[config.mk]
export PLATFORM = sky130hd
export DESIGN_NAME = score_keeper
export DESIGN_NICKNAME = d
export VERILOG_FILES = /design/src/rtl/score_keeper.sv
export SDC_FILE = /design/constraint.sdc
export NUM_CORES = 1
export LEC_CHECK = 0
export BUFFER_PORTS_ARGS = -buffer_cell sky130_fd_sc_hd__buf_2
export CORE_MARGIN = 2
export CORE_UTILIZATION = 50
export DETAILED_ROUTE_END_ITERATION = 10
export HOLD_SLACK_MARGIN = 0.1
export MAX_ROUTING_LAYER = met4
export PLACE_DENSITY = 0.75
export SLEW_MARGIN = 20
export SYNTH_ARGS = -nofsm -noshare
export SYNTH_HDL_FRONTEND = slang
export SYNTH_SLANG_ARGS = --single-unit
export TNS_END_PERCENT = 50
[constraint.sdc]
create_clock -name clk -period 3.12 [get_ports clk]
set_clock_uncertainty 0.15 [all_clocks]
set_input_delay 0.624 -clock clk [delete_from_list [all_inputs] [get_ports clk]]
set_output_delay 0.624 -clock clk [all_outputs]
set_load 0.02 [all_outputs]
[src/rtl/score_keeper.sv]
// score_keeper: BCD run score, 100-point milestone pulse, best score when HIGH_SCORE_EN is defined
module score_keeper #(
  parameter int DIGITS = 5,
  parameter int TICKS_PER_POINT = 6
) (
  input  logic                clk,
  input  logic                rst,
  input  logic [1:0]          game_state,
  input  logic                frame_tick,
  output logic [4*DIGITS-1:0] score,
  output logic [4*DIGITS-1:0] high_score,
  output logic                new_record,
  output logic                milestone
);
  localparam int W = 4*DIGITS;
  localparam int LW = DIGITS > 1 ? 8 : 4;
  localparam logic [7:0] LAST = 8'(TICKS_PER_POINT - 1);
  typedef enum logic [1:0] {INIT = 2'b00, IN_GAME = 2'b01, DEAD = 2'b10} state_t;
  state_t state, prev_state;
  logic [7:0] prescale;
  logic [W-1:0] score_inc;
  logic carry;
  assign state = game_state == 2'b00 ? INIT : game_state == 2'b01 ? IN_GAME : DEAD;
  always_comb begin
    score_inc = score;
    carry = 1'b1;
    for (int i = 0; i < DIGITS; i++) begin
      score_inc[4*i +: 4] = carry ? (score[4*i +: 4] == 4'd9 ? 4'd0 : score[4*i +: 4] + 4'd1) : score[4*i +: 4];
      carry = carry & (score[4*i +: 4] == 4'd9);
    end
  end
  always_ff @(posedge clk or negedge rst)
    if (!rst) begin
      score      <= '0;
      prescale   <= '0;
      prev_state <= INIT;
      milestone  <= 1'b0;
    end else begin
      prev_state <= state;
      milestone  <= 1'b0;
      if (state == INIT || (state == IN_GAME && prev_state == INIT)) begin
        score    <= '0;
        prescale <= '0;
      end else if (state == IN_GAME && frame_tick) begin
        prescale <= prescale == LAST ? 8'd0 : prescale + 8'd1;
        if (prescale == LAST && !carry) begin
          score     <= score_inc;
          milestone <= score_inc[LW-1:0] == '0;
        end
      end
    end
`ifdef HIGH_SCORE_EN
  // packed BCD orders the same as binary, so a plain compare is MSD-first
  always_ff @(posedge clk or negedge rst)
    if (!rst) begin
      high_score <= '0;
      new_record <= 1'b0;
    end else if (state == IN_GAME && prev_state == INIT) new_record <= 1'b0;
    else if (state == DEAD && prev_state == IN_GAME && score > high_score) begin
      high_score <= score;
      new_record <= 1'b1;
    end
`else
  assign high_score = '0;
  assign new_record = 1'b0;
`endif
endmodule

# Word level (Yosys, flattened, before mapping)
# Index checks and enable logic that the tools add are counted.
[totals] register_bits=31
[classes] n_addsub=6 eq_ne=8 mux=20 bitwise_logic=4 reduce_logical=18
[ops] operator="20-bit two-way mux" count=3
[ops] operator="4-bit two-way mux" count=9
[ops] operator="8-bit two-way mux" count=3
[ops] operator="4-bit by 1-bit adder with 4-bit output, second input constant" count=5
[ops] operator="4-bit == test, second input constant" count=5
[ops] operator="2-bit nonzero test" count=5
[ops] operator="3-bit AND reduction" count=3
[ops] operator="8-bit by 1-bit adder with 8-bit output, second input constant" count=1
[ops] operator="8-bit by 3-bit == test with 1-bit output, second input constant" count=1
[ops] operator="8-bit zero test" count=1
[ops] operator="2-bit zero test" count=3
[ops] operator="1-bit bitwise AND" count=4
[ops] operator="2-bit by 1-bit == test with 1-bit output, second input constant" count=2
[ops] operator="2-bit two-way mux" count=2
[ops] operator="1-bit logical AND" count=3
[ops] operator="1-bit two-way mux" count=3
[ops] operator="2-bit AND reduction" count=1
[ops] operator="1-bit zero test" count=1
[ops] operator="1-bit logical OR" count=1

# Longest topological paths before layout
[logic_depth] word_depth=10 depth_mapped=8 mapped_depth_nobuf=7

# Least setup slack after synthesis
# No wires, ideal clock.
[synth_path] path_type="input -> register" startpoint="input port game_state[1]" endpoint="register score[15]" setup_ns=0.078 t_arrival_ns=2.160 slack_ns=0.732 cell_stages=6 cell_sequence="buf_2 -> and3b_1 -> nand4_2 -> or4b_4 -> or3_1 -> a21oi_1"
[synth_between] elab_chain_len=8 word_cells_on_any_way=14
[synth_rtl] element="from (decl)" line="8" rtl="input logic [1:0] game_state,"
[synth_rtl] element="2-bit by 1-bit == test with 1-bit output" line="23" rtl="assign state = game_state == 2'b00 ? INIT : game_state == 2'b01 ? IN_GAME : DEAD;"
[synth_rtl] element="2-bit two-way mux" line="23"
[synth_rtl] element="2-bit two-way mux *" line="23"
[synth_rtl] element="2-bit by 1-bit == test with 1-bit output" line="41, 44"
[synth_rtl] element="1-bit logical AND" line="41" rtl="if (state == INIT || (state == IN_GAME && prev_state == INIT)) begin"
[synth_rtl] element="1-bit logical OR" line="41"
[synth_rtl] element="2-bit nonzero test (no source line)"
[synth_rtl] element="3-bit AND reduction (no source line)"
[synth_rtl] element="to (signal assigned)" line="47" rtl="score <= score_inc;"
[synth_rtl] element="to (decl)" line="10" rtl="output logic [4*DIGITS-1:0] score,"
# Every way passes the cells marked *; elsewhere a longest branch is shown, timed or not.
# A chain may end at the register's enable or synchronous reset.

# Final worst setup path
[layout_path] startpoint="register prescale[1]" endpoint="register score[1]"
[layout_between] elab_chain_len=4
[layout_rtl] element="from (decl)" line="20" rtl="logic [7:0] prescale;"
[layout_rtl] element="from (signal assigned)" line="45" rtl="prescale <= prescale == LAST ? 8'd0 : prescale + 8'd1;"
[layout_rtl] element="8-bit by 3-bit == test with 1-bit output" line="46" rtl="if (prescale == LAST && !carry) begin"
[layout_rtl] element="1-bit logical AND" line="46"
[layout_rtl] element="2-bit nonzero test (no source line)"
[layout_rtl] element="2-bit AND reduction (no source line)"
# No other way between the ends.

==> impl_metrics.csv <==
group,metric,value,unit
route,via_total_after_detailed_routing,1640,
timing,setup_violations,0,
setup_path,critPathCaptureType,"flip-flop",
clock_network,cts_buffers,5,
setup_path,startpoint_type,"flip-flop",
status,status,"finished, final reports clean",
clock_network,cts_hold_buf,0,
floorplan,core,3940,sq um
yosys,postSynthAreaPerCell,8.76,sq um
clock_network,worst_setup_hold_path_clk_slew,60,ps
timing,period_minus_slack,2430,ps
yosys,synth_area_leaders,"dfrtp_1 (39%), buf_4 (8.2%), ha_1 (5.0%)",
placed_design,place_hpwl,2.85,mm
setup_path,crit-reg2reg-capture,"score[1]",
layout,final-seq-area,776,sq um
clock_network,clkLatencyLatePin,280,ps
route,route.detailed.vias_per_inst,5.39,
setup_path,worstSetupPathType,"reg -> reg",
route,drt_wl_cell,12.8,um
setup_path,timing.critical_path.fanout_max,9,
pwr,total_leakage_power,1.00,nW
layout,area.growth.synth_to_final,8.38,%
timing,layout_worst_path_cycle_share,77.7,%
route,drt_pass1_iterations,4,
layout,fillers,371,
layout,count_of_inserted_antenna_diode_cells,0,
yosys,yosys_warnings,0,
timing,fmax,412,MHz
global_routing,globalRoute.totalOverflow,0,
yosys,yosys_most_used_dff,"dfrtp_1",
yosys,synth_area_leader_cell,"dfrtp_1",
setup_path,crit_buf_inv,2,
timing,slew_viol_final,0,
pwr,power_density,373,nW/um^2
clock_network,post_cts.repair.setup_buffers,0,
setup_path,worst-r2r-setup-slack,690,ps
layout,multi_input_area,1070,sq um
global_routing,global_route.usage.total,20.4,%
yosys,synth_cell_types,46,
floorplan,initial_utilization,51.1,%
timing,unrepaired_setup_endpoints_after_global_routing,"false",
route,drt_first_iter_violations,69,
layout,post-route-util,55.4,%
layout,mostFrequentLayoutCells,"dfrtp_1 (31), buf_2 (25), conb_1 (21)",
clock_network,cts_sinks,31,
setup_path,worst-endpoint-required,3180,ps
clock_network,clk_root_buffer_cell,"clkbuf_8",
clock_network,clock_path_buffers,2,
timing,maxSlewHeadroom,51.2,%
setup_path,timing.critical_path.arrival,2480,ps
layout,drive_above_1_share,16.9,%
setup_path,ff2ff_path_depth,8,
placed_design,portBuffers,25,
floorplan,io-pin-count,47,
yosys,synth-async-reset-ratio,100,%
yosys,netlist_instances,230,
timing,tightestPinTransition,724,ps
timing,timing_hold_violations_final,0,
yosys,synth_enable_flop_cells,0,
yosys,synth_seq_area_share,38.5,%
floorplan,die_w,67.5,um
pwr,power,0.815,mW
flow_run,maxCapViolCount,0,
route,antenna_violating_nets_post_route,0,
setup_path,crit_family,"simple AND/OR/NAND/NOR gates",
global_routing,grt_start_max_net_pins,32,
route,detail_route.drc_violations,0,
global_routing,grt_pass1_vias,1466,
min_path,min_path_type,"in -> async",
setup_path,cpPeakStageDelay,410,ps
global_routing,global_route_wire_length_before_repair,6.70,mm
route,routed_wirelength,3.88,mm
pwr,vdd_ir_drop_max,0.225,mV
clock_network,cts_repair_resize_count,0,
global_routing,antenna_violations_before_repair,0,
yosys,post_synthesis_cell_area,2010,sq um
setup_path,timing.critical_path.depth,8,
layout,nNetsFinal,266,
layout,commonest_non_fill_non_tap_cell_in_the_layout,"dfrtp_1",
setup_path,worstReg2RegStart,"prescale[1]",
yosys,postSynthRegisterBits,31,
floorplan,placementRows,23,
setup_path,critical_path_cell_by_cell,"inv_1, ha_1, nor4b_4, nand4_2, buf_4, a31o_2, or4_1, a21oi_1",
yosys,synth.top_cell.area_share,38.5,%
clock_network,cts_htree_levels,2,
setup_path,timing.critical_path.slowest_stage_cell,"dfrtp_1",
placed_design,gp_routability_congestion,0.836,
clock_network,tritoncts,"done",
floorplan,die_height,67.5,um
timing,hold-worst-slack,229,ps
floorplan,floorplan.die_area,4550,sq um
timing,final.setup.tns,0,ps
==> synth_stat cells (all sizes together) (5+ instances only) <==
cell and instances:
a21oi 11, buf 24, clkbuf 7, dfrtp 31
ha 8, inv 10, nand2 20, nand3 16
nor2 18, nor3 9, o21ai 17, or4 5
xor2 5
==> worst reg2reg max path, cell delays in order, from the launching register on <==
cell and delay, ps:
dfrtp_1 410, inv_1 80, ha_1 140, nor4b_4 220
nand4_2 280, buf_4 240, a31o_2 270, or4_1 410
a21oi_1 150
==> routing by layer <==
metal	routed length, um	vias to the layer above	global-route usage [%]
met5	0	-	-
met3	156	4	5.50
li1	-	813	-
met1	1800	793	27.0
met2	1870	30	29.9
met4	59	0	7.65
==> registers in the layout (all words and copies together), names as in the netlist <==
signal	flops
milestone	1
prescale	8
score	20
prev_state	2
==> logic make-up (layout without fill, tap and decap cells) <==
logic type,after synthesis,count (layout),synth area share (%)
XOR/XNOR,9,9,3.91
buffers and inverters,41,45,12.2
other,1,21,0.186
flip-flops,31,31,38.5
adder cells (fa/ha/maj),8,8,4.97
multiplexers,3,3,1.49
AO/OA/AOI/OAI,43,43,12.8
AND/OR/NAND/NOR,94,94,25.9
==> metrics by stage <==
step	instance area (sq um)	setup slack (ps)	cells
after floorplan	2090	732	250
after global placement	2080	557	296
after detailed placement	2080	515	296
after CTS	2180	667	304
after global routing	2180	500	304
final	2180	694	304
==> worst max-delay path by stage <==
| stage | startpoint | endpoint | slack, ps |
|---|---|---|---|
| 3_3_place_gp | game_state[1] | score[15] | 560 |
| 2_1_floorplan | game_state[1] | score[15] | 730 |
| 5_1_grt | prescale[1] | milestone | 500 |
| 6_report | prescale[1] | score[1] | 690 |
| 3_5_place_dp | game_state[1] | score[1] | 510 |
| 4_1_cts | prescale[1] | score[1] | 670 |
==> power by group <==
group / switching [mW] / internal (mW) / leakage [nW] / total (mW)
clock: 0.146 / 0.201 / 0.0515 / 0.347
sequential: 0.00331 / 0.405 / 0.429 / 0.408
combinational: 0.0494 / 0.0103 / 0.523 / 0.0597
total: 0.199 / 0.617 / 1.00 / 0.815
==> cell type report <==
class / count / share of cell area [%]
multi-input combinational: 178 / 48.9
sequential: 31 / 35.5
timing repair buffer: 27 / 6.42
clock buffer: 8 / 4.58
tap: 50 / 2.87
inverter: 10 / 1.72
Power figures use the tool's default switching activity.
